`config.mk`:
```
export PLATFORM = sky130hd
export DESIGN_NAME = rf_wb_arbiter
export DESIGN_NICKNAME = d
export VERILOG_FILES = /design/src/rtl/rf_wb_arbiter.sv
export SDC_FILE = /design/constraint.sdc
export NUM_CORES = 1
export LEC_CHECK = 0
export CAP_MARGIN = 20
export CORE_UTILIZATION = 37
export DETAILED_ROUTE_END_ITERATION = 10
export PLACE_DENSITY = 0.76
export SLEW_MARGIN = 10
export SYNTH_ARGS = -nofsm -noshare
export SYNTH_HDL_FRONTEND = slang
export SYNTH_SLANG_ARGS = --single-unit
```
`constraint.sdc`:
```
create_clock -name clk -period 1.8 [get_ports clk]
set_clock_uncertainty 0.15 [all_clocks]
set_input_delay 0.54 -clock clk [delete_from_list [all_inputs] [get_ports clk]]
set_output_delay 0.54 -clock clk [all_outputs]
set_load 0.02 [all_outputs]
```
`src/rtl/rf_wb_arbiter.sv`:
```
// rf_wb_arbiter: shares the RF write port between ALU (A) and load (B).
// Registers the winner with 1-cycle latency and tracks in-flight regs.
module rf_wb_arbiter #(
  parameter int DATA_W   = 16,
  parameter int ADDR_W   = 4,
  parameter int NUM_REGS = 16,
  parameter int FAIR     = 1
) (
  input  logic                clk,
  input  logic                reset,
  input  logic                stall,
  input  logic                a_valid,
  output logic                a_ready,
  input  logic [ADDR_W-1:0]   a_reg,
  input  logic [DATA_W-1:0]   a_data,
  input  logic                b_valid,
  output logic                b_ready,
  input  logic [ADDR_W-1:0]   b_reg,
  input  logic [DATA_W-1:0]   b_data,
  output logic                rf_we,
  output logic [ADDR_W-1:0]   rf_waddr,
  output logic [DATA_W-1:0]   rf_wdata,
  output logic [NUM_REGS-1:0] pending
);

  localparam logic SIDE_A = 1'b0;
  localparam logic SIDE_B = 1'b1;

  logic              rr_ptr;
  logic              we_q;
  logic              go;
  logic              pick_b;
  logic              grant;
  logic [ADDR_W-1:0] sel_reg;
  logic [DATA_W-1:0] sel_data;
  logic [NUM_REGS-1:0] set_mask;
  logic [NUM_REGS-1:0] clr_mask;

  // Pick which side wins if it is requesting; B by default on a tie
  // unless round-robin says A.
  always_comb begin
    pick_b = 1'b0;
    unique case (1'b1)
      (!a_valid):
        pick_b = 1'b1;
      (a_valid && !b_valid):
        pick_b = 1'b0;
      (a_valid && b_valid):
        pick_b = (FAIR != 0) ? (rr_ptr == SIDE_B) : 1'b1;
    endcase
  end

  // Readys depend only on valid, stall, reset and rr_ptr.
  always_comb begin
    go       = !reset && !stall;
    a_ready  = go && a_valid && !pick_b;
    b_ready  = go && b_valid && pick_b;
    grant    = a_ready || b_ready;
    sel_reg  = pick_b ? b_reg : a_reg;
    sel_data = pick_b ? b_data : a_data;
  end

  // Set bit on acceptance, clear bit of the write now on the RF port.
  always_comb begin
    set_mask = '0;
    clr_mask = '0;
    if (grant)
      set_mask[sel_reg] = 1'b1;
    if (we_q)
      clr_mask[rf_waddr] = 1'b1;
  end

  // Output stage, round-robin pointer and pending mask.
  always_ff @(posedge clk) begin
    if (reset) begin
      we_q     <= 1'b0;
      rf_waddr <= '0;
      rf_wdata <= '0;
      pending  <= '0;
      rr_ptr   <= SIDE_A;
    end else begin
      we_q    <= grant;
      pending <= (pending & ~clr_mask) | set_mask;
      if (grant) begin
        rf_waddr <= sel_reg;
        rf_wdata <= sel_data;
        if (FAIR != 0)
          rr_ptr <= pick_b ? SIDE_A : SIDE_B;
      end
    end
  end

  // Nothing reaches the RF while reset is held.
  assign rf_we = we_q && !reset;

endmodule

```
Word-level counts from Yosys, hierarchy flattened
Cells that the tools add are included.
{ "word_totals": {"in_bits": 45, "latchBits": 0, "regBits": 38, "memories": 0, "rom_bits": 0, "ram_bits": 0, "elab_cells": 38} }
{ "op_classes": {"addsub": 0, "n_mux": 10, "div": 0, "n_lt_le_gt_ge": 4, "n_eq_ne": 0, "bitwise_logic": 3, "n_mul": 0, "shifts": 0, "n_reduce_logical": 16} }
{ "op_table": {"columns": ["operator", "count"], "rows": [
  ["two-way mux 16 bit", 3],
  ["AND 16 bit", 1],
  ["NOT 16 bit", 1],
  ["OR 16 bit", 1],
  ["logical AND 1 bit", 10],
  ["less-than comparator 4 x 5 -> 1 bit, second input constant", 2],
  ["demux 1 bit (select 4 bit)", 2],
  [">= comparator 4 x 1 -> 1 bit, second input constant", 2],
  ["zero test 1 bit", 5],
  ["two-way mux 4 bit", 1],
  ["two-way mux 1 bit", 3],
  ["case mux 1 bit (3 select lines)", 1],
  ["logical OR 1 bit", 1]
]} }

Longest topological paths before layout
Gate-level depths: netlist of the first run.
{ "logic_depth": {"depth_word": 10, "mapped_depth": 5} }

Worst setup path after synthesis of the first run
Ideal clock, no wire load.
{ "synth_timing": {"path_kind": "input -> output", "start": "input stall", "end": "output b_ready", "t_arrival_ns": 1.350, "path_stages": 4, "path_buffers": 1, "required_time_ns": 1.110, "path_slack_ns": -0.240, "path_cell_list": "nor2_2 clkbuf_1 nand2_1 nor2_1"} }
{ "synth_via": {"elab_chain_len": 4} }
{ "synth_rtl": {"columns": ["element", "line", "source"], "rows": [
  ["start: declaration", "11", "input logic stall,"],
  ["zero test 1 bit", "55", "go = !reset && !stall;"],
  ["logical AND 1 bit", "55", null],
  ["logical AND 1 bit (2 in series)", "57", "b_ready = go && b_valid && pick_b;"],
  ["end: declaration", "17", "output logic b_ready,"]
]} }
No other way between the ends.

Worst setup path in the final report of the first run
{ "layout_timing": {"start": "input b_valid", "end": "output a_ready"} }
{ "layout_via": {"elab_chain_len": 5, "elab_cells_between_ends": 6} }
{ "layout_rtl": {"columns": ["element", "line", "source"], "rows": [
  ["start: declaration", "16", "input logic b_valid,"],
  ["zero test 1 bit", "46", "(a_valid && !b_valid):"],
  ["logical AND 1 bit", "46", null],
  ["case mux 1 bit (3 select lines) (*)", "43", "unique case (1'b1)"],
  ["zero test 1 bit (*)", "56", "a_ready = go && a_valid && !pick_b;"],
  ["logical AND 1 bit (*)", "56", null],
  ["end: declaration", "13", "output logic a_ready,"]
]} }
Mark *: on every way between the ends. The rest lies on a longest branch, timed or not.

==> qor.csv, run 1 <==
metric,value,unit
coreArea,4790,um2
grt_pass1_wl,8760,um
initial_utilization,0.391,
wl_per_cell,15.9,um
max_stage_delay,0.20,ns
place_hpwl,3990,um
criticalPathCategory,primary input to primary output,
cts_max_path_buffers,2,
synth_area_leaders,"dfxtp_1 (41%), mux2i_1 (14%), a211oi_1 (7.6%)",
clk_latency,0.30,ns
cts_tree,yes,
synth_edf_count,0,
path_cells,buf_8 -> a21boi_4 -> and2_4 -> buf_6,
worstSetupEndpoint,a_ready,
die_w,73.1,um
synth_seq_area_share,0.407,
path_depth,4,
cts-root-buf,clkbuf_8,
antenna_left,0,
period_minus_slack,1.81,ns
r2r-start,rr_ptr,
endpoint_kind,primary output,
grt_max_degree,39,
fillers,429,
io_buffers,83,
fin_crit_sh,1.01,
synth.cell_area,1870,um2
cts_inserted_buffers,5,
overflow,0,
drive_gt1_frac,0.209,
relSlewSlack,0.702,
area_growth,63.2,%
yosysWarningCount,0,
violations,negative setup slack,
fin_ws,-0.0141,ns
die_height,73.1,um
rsz0062_at_grt,true,
dr.pass1.iters,4,
async_flop_share,0,
cp_num_buf_inv,2,
wl_met1,2480,um
setup_violations,2,
hp-class,flop to flop,
ir_worst_vdd,426,uV
cap_violations,0,
drcViolationCount,0,
critPathLaunchType,primary input,
synth_cells,189,
h-tree-depth,2,
status,finished with violations,
grt_use_total,0.215,
power,2.12,mW
antenna_cells,0,
critPathMaxFanout,4,
vias,1945,
routed_wl,5720,um
std_cell_rows,25,
syn_nets,234,
crit-reg2reg-capture,pending[13],
top_layer,met4,
crit_path_start,b_valid,
drtIter0Drc,62,
dr_wl_met2,2810,um
clkTransAtPathRegs,0.08,ns
required,1.11,ns
syn_avg_cell_area,9.90,um2
io_pins,84,
synth_top_area_frac,0.407,
wl_met3,369,um
viasPerCell,5.42,
drv_slew,0,
r2r_cells,4,
critPathSlowestCell,a21boi_4,
die_area,5340,um2
ys.flop_type,dfxtp_1,
gp_congestion,0.841,
ys_types,30,
reg2reg_slack,0.10,ns
arrival,1.12,ns
grt_pass1_vias,1807,
tightest_slew,0.447,ns
nNetsFinal,336,
cts_sinks,38,
fin_util,0.638,
ys_ff_latch,38,
p_leak,1.35,nW
hold_viol,0,
yosys.area.top_type,dfxtp_1,
cp_top_family,buffers and inverters,
clock.fmax,0.551,GHz
antenna_found_initial,0,
power_density,693,nW/um2
## worst min-delay path: stages, from the launching register on
cell      delay (ns)
dfxtp_1         0.32
o211ai_1        0.07
o41ai_1         0.06
## state kept, by name (all words and copies together), names as in the netlist
name / flops
pending: 16
rf_wdata: 16
rf_waddr: 4
rr_ptr: 1
we_q: 1
## cells by family after synthesis
| group | share of synthesized area |
|---|---|
| AO/OA/AOI/OAI | 0.300 |
| flip-flops | 0.407 |
| AND/OR/NAND/NOR | 0.0876 |
| multiplexers | 0.151 |
| buffers and inverters | 0.0549 |
## worst min-delay path by stage
stage	startpoint	to	slack, ns	cells after the start
after global placement	pending[7]	pending[7]	0.33	2
after detailed placement	pending[6]	pending[6]	0.34	2
after CTS	pending[10]	pending[10]	0.35	2
after global routing	rf_wdata[7]	rf_wdata[7]	0.38	2
after floorplan	rr_ptr	rr_ptr	0.36	1
final	pending[3]	pending[3]	0.35	2
## where the power goes
part / internal (mW) / switching [mW]
combinational: 0.248 / 0.249
clock: 0.408 / 0.313
sequential: 0.877 / 0.0206
## repair_timing
action	4_1_cts	5_1_grt
hold buffers	0	0
gates resized for setup	77	13
setup buffers	2	1
pin swaps	4	2
cloned	0	0
endpoints found under the setup margin	75	11
## synthesized netlist by cell type (2+ instances only)
cell type	count
nand3b_1	2
nor2_1	5
buf_2	4
buf_8	2
o311ai_0	4
mux2_2	2
o41ai_1	15
dfxtp_1	38
nor2b_1	9
inv_1	2
o211ai_1	12
mux2i_1	26
a21oi_1	21
nand2b_1	2
clkbuf_1	7
nand2_1	6
a211oi_1	19
## per-layer routing
| layer | vias to the layer above | global-route usage |
|---|---|---|
| met2 | 70 | 0.347 |
| met1 | 922 | 0.277 |
| met3 | 7 | 0.0511 |
| met5 | - | 0 |
| li1 | 946 | - |
| met4 | 0 | 0.0828 |
## placed cells by master (no fill, tap or decap), types with 7 or more instances in the layout
| master | Yosys | routed |
|---|---|---|
| clkdlybuf4s50_1 | 0 | 38 |
| mux2i_1 | 26 | 26 |
| a21oi_1 | 21 | 21 |
| dfxtp_1 | 38 | 37 |
| a211oi_1 | 19 | 19 |
| dlygate4sd2_1 | 0 | 35 |
| o41ai_1 | 15 | 9 |
| o41ai_2 | 1 | 7 |
| nor2b_1 | 9 | 9 |
| buf_4 | 0 | 25 |
| o211ai_1 | 12 | 12 |
## through the flow
step	TNS (ns)	instance area [um2]	hold slack, ns	cells	setup slack, ns
floorplan	-0.186	1880	0.359	189	-0.106
global placement	-20.33	2900	0.330	349	-0.935
detailed placement	-20.80	2900	0.341	349	-0.928
CTS	0	2980	0.347	358	0.000893
global route	-0.0606	3050	0.376	359	-0.0338
finish	-0.0239	3050	0.349	359	-0.0141
## final cells by class
class | instances | area, um2 | share of cell area
timing repair buffer | 110 | 1020 | 0.333
sequential | 38 | 762 | 0.250
multi-input combinational | 133 | 1070 | 0.350
clock buffer | 5 | 68.8 | 0.0225
clock inverter | 3 | 40.0 | 0.0131
tap | 67 | 83.8 | 0.0275
inverter | 3 | 11.3 | 0.00369
Note: power is estimated with default switching activity, not from simulation.
==> run 2: changes to the inputs <==
ABC_CLOCK_PERIOD_IN_PS = 1800   (was default)
TNS_END_PERCENT = 20   (was default)
==> qor.csv, run 2 (synthesis results as in run 1) <==
metric,value,unit
die_area,5340,um2
layout_common_cells,"clkdlybuf4s50_1 (38), dfxtp_1 (37), dlygate4sd2_1 (35), mux2i_1 (26), buf_4 (25)",
fillers,429,
multi_input_comb_area,1070,um2
cts_inserted_buffers,5,
critPathLaunchType,primary input,
whs_path_depth,2,
postPlaceCellArea,2900,um2
antenna_left,0,
critPathSlowestCell,a21boi_4,
drv_slew,0,
dp_cells,349,
vias,1961,
cts_sinks,38,
drcViolationCount,0,
reg2reg_slack,0.10,ns
r2r_cells,4,
criticalPathCategory,primary input to primary output,
tightest_slew,0.447,ns
final_cells,359,
gp_congestion,0.841,
wl_met3,380,um
fin_ws,-0.0142,ns
routed_wl,5730,um
grt_pass1_wl,8760,um
crit-reg2reg-capture,pending[13],
setup_violations,2,
reg.largest.list,"pending x16, rf_wdata x16, rf_waddr x4",
wl_met1,2490,um
viasPerCell,5.46,
grt_use_total,0.215,
holdCritStartpoint,pending[3],
antenna_cells,0,
layout_commonest_cell,clkdlybuf4s50_1,
max_stage_delay,0.20,ns
clock.fmax,0.551,GHz
clkTransAtPathRegs,0.08,ns
hp-class,flop to flop,
hold_viol,0,
nNetsFinal,336,
cts_tree,yes,
p_leak,1.35,nW
power_density,693,nW/um2
place_hpwl,3990,um
fin_hold_ws,0.349,ns
fin_crit_sh,1.01,
initial_utilization,0.391,
endpoint_kind,primary output,
r2r-start,rr_ptr,
top_layer,met4,
overflow,0,
std_cell_rows,25,
io_pins,84,
area_growth,63.2,%
finalInstanceArea,3050,um2
cts-root-buf,clkbuf_8,
required,1.11,ns
clk_latency,0.30,ns
critPathMaxFanout,4,
period_minus_slack,1.81,ns
register_area,762,um2
path_cells,buf_8 -> a21boi_4 -> and2_4 -> buf_6,
io_buffers,83,
dr.pass1.iters,4,
antenna_found_initial,0,
wl_per_cell,16.0,um
ir_worst_vdd,426,uV
h-tree-depth,2,
rsz0062_at_grt,true,
cap_violations,0,
relSlewSlack,0.702,
coreArea,4790,um2
cts_max_path_buffers,2,
whs_endpoint,pending[3],
grt_max_degree,39,
tns,-0.0235,ns
grt_pass1_vias,1807,
power,2.12,mW
drive_gt1_frac,0.209,
die_w,73.1,um
dr_wl_met2,2770,um
drtIter0Drc,78,
die_height,73.1,um
violations,negative setup slack,
arrival,1.12,ns
status,finished with violations,
holdBufCountCts,0,
-- run 2: layout make-up --
class	instances	area share
clock buffers	5	0.0225
clock inverters	3	0.0131
inverters	3	0.00369
multi-input cells	133	0.350
flip-flops and latches	38	0.250
well taps	67	0.0275
repair buffers	110	0.333
-- run 2: how the worst max path moves through the flow --
stage                         end  slack [ns]  depth (start not counted)    start
after floorplan           a_ready       -0.11                          4  a_valid
after global placement    a_ready       -0.93                          4  a_valid
after detailed placement  a_ready       -0.93                          4  a_valid
after CTS                 a_ready      0.0009                          4  b_valid
after global routing      a_ready       -0.03                          4  b_valid
final                     a_ready       -0.01                          4  b_valid
-- run 2: per-stage QoR --
step                       util  worst slack [ns]
after floorplan               -            -0.106
after global placement    0.606            -0.935
after detailed placement  0.606            -0.928
after CTS                 0.623          0.000893
after global routing      0.638           -0.0338
final                     0.638           -0.0142
-- run 2: timing repair --
action	in CTS	in global routing
resized for setup	77	13
setup endpoints to repair	75	11
pin swaps	4	2
buffers inserted	2	1
endpoints found under the hold margin	0	0
-- run 2: power breakdown --
part | internal [mW] | switching [mW] | total (mW)
Sequential | 0.877 | 0.0206 | 0.898
Clock | 0.408 | 0.313 | 0.721
Combinational | 0.248 | 0.250 | 0.498
-- run 2: routing by layer --
| layer | GRT usage | vias to the layer above |
|---|---|---|
| met5 | 0 | - |
| met4 | 0.0828 | 0 |
| met3 | 0.0511 | 9 |
| met2 | 0.347 | 74 |
| met1 | 0.277 | 932 |
| li1 | - | 946 |
-- run 2: worst max-delay path: cells and delay by family --
family / cells / cell delay, ns
AND/OR/NAND/NOR: 1 / 0.17
AO/OA/AOI/OAI: 1 / 0.20
buffers and inverters: 2 / 0.21
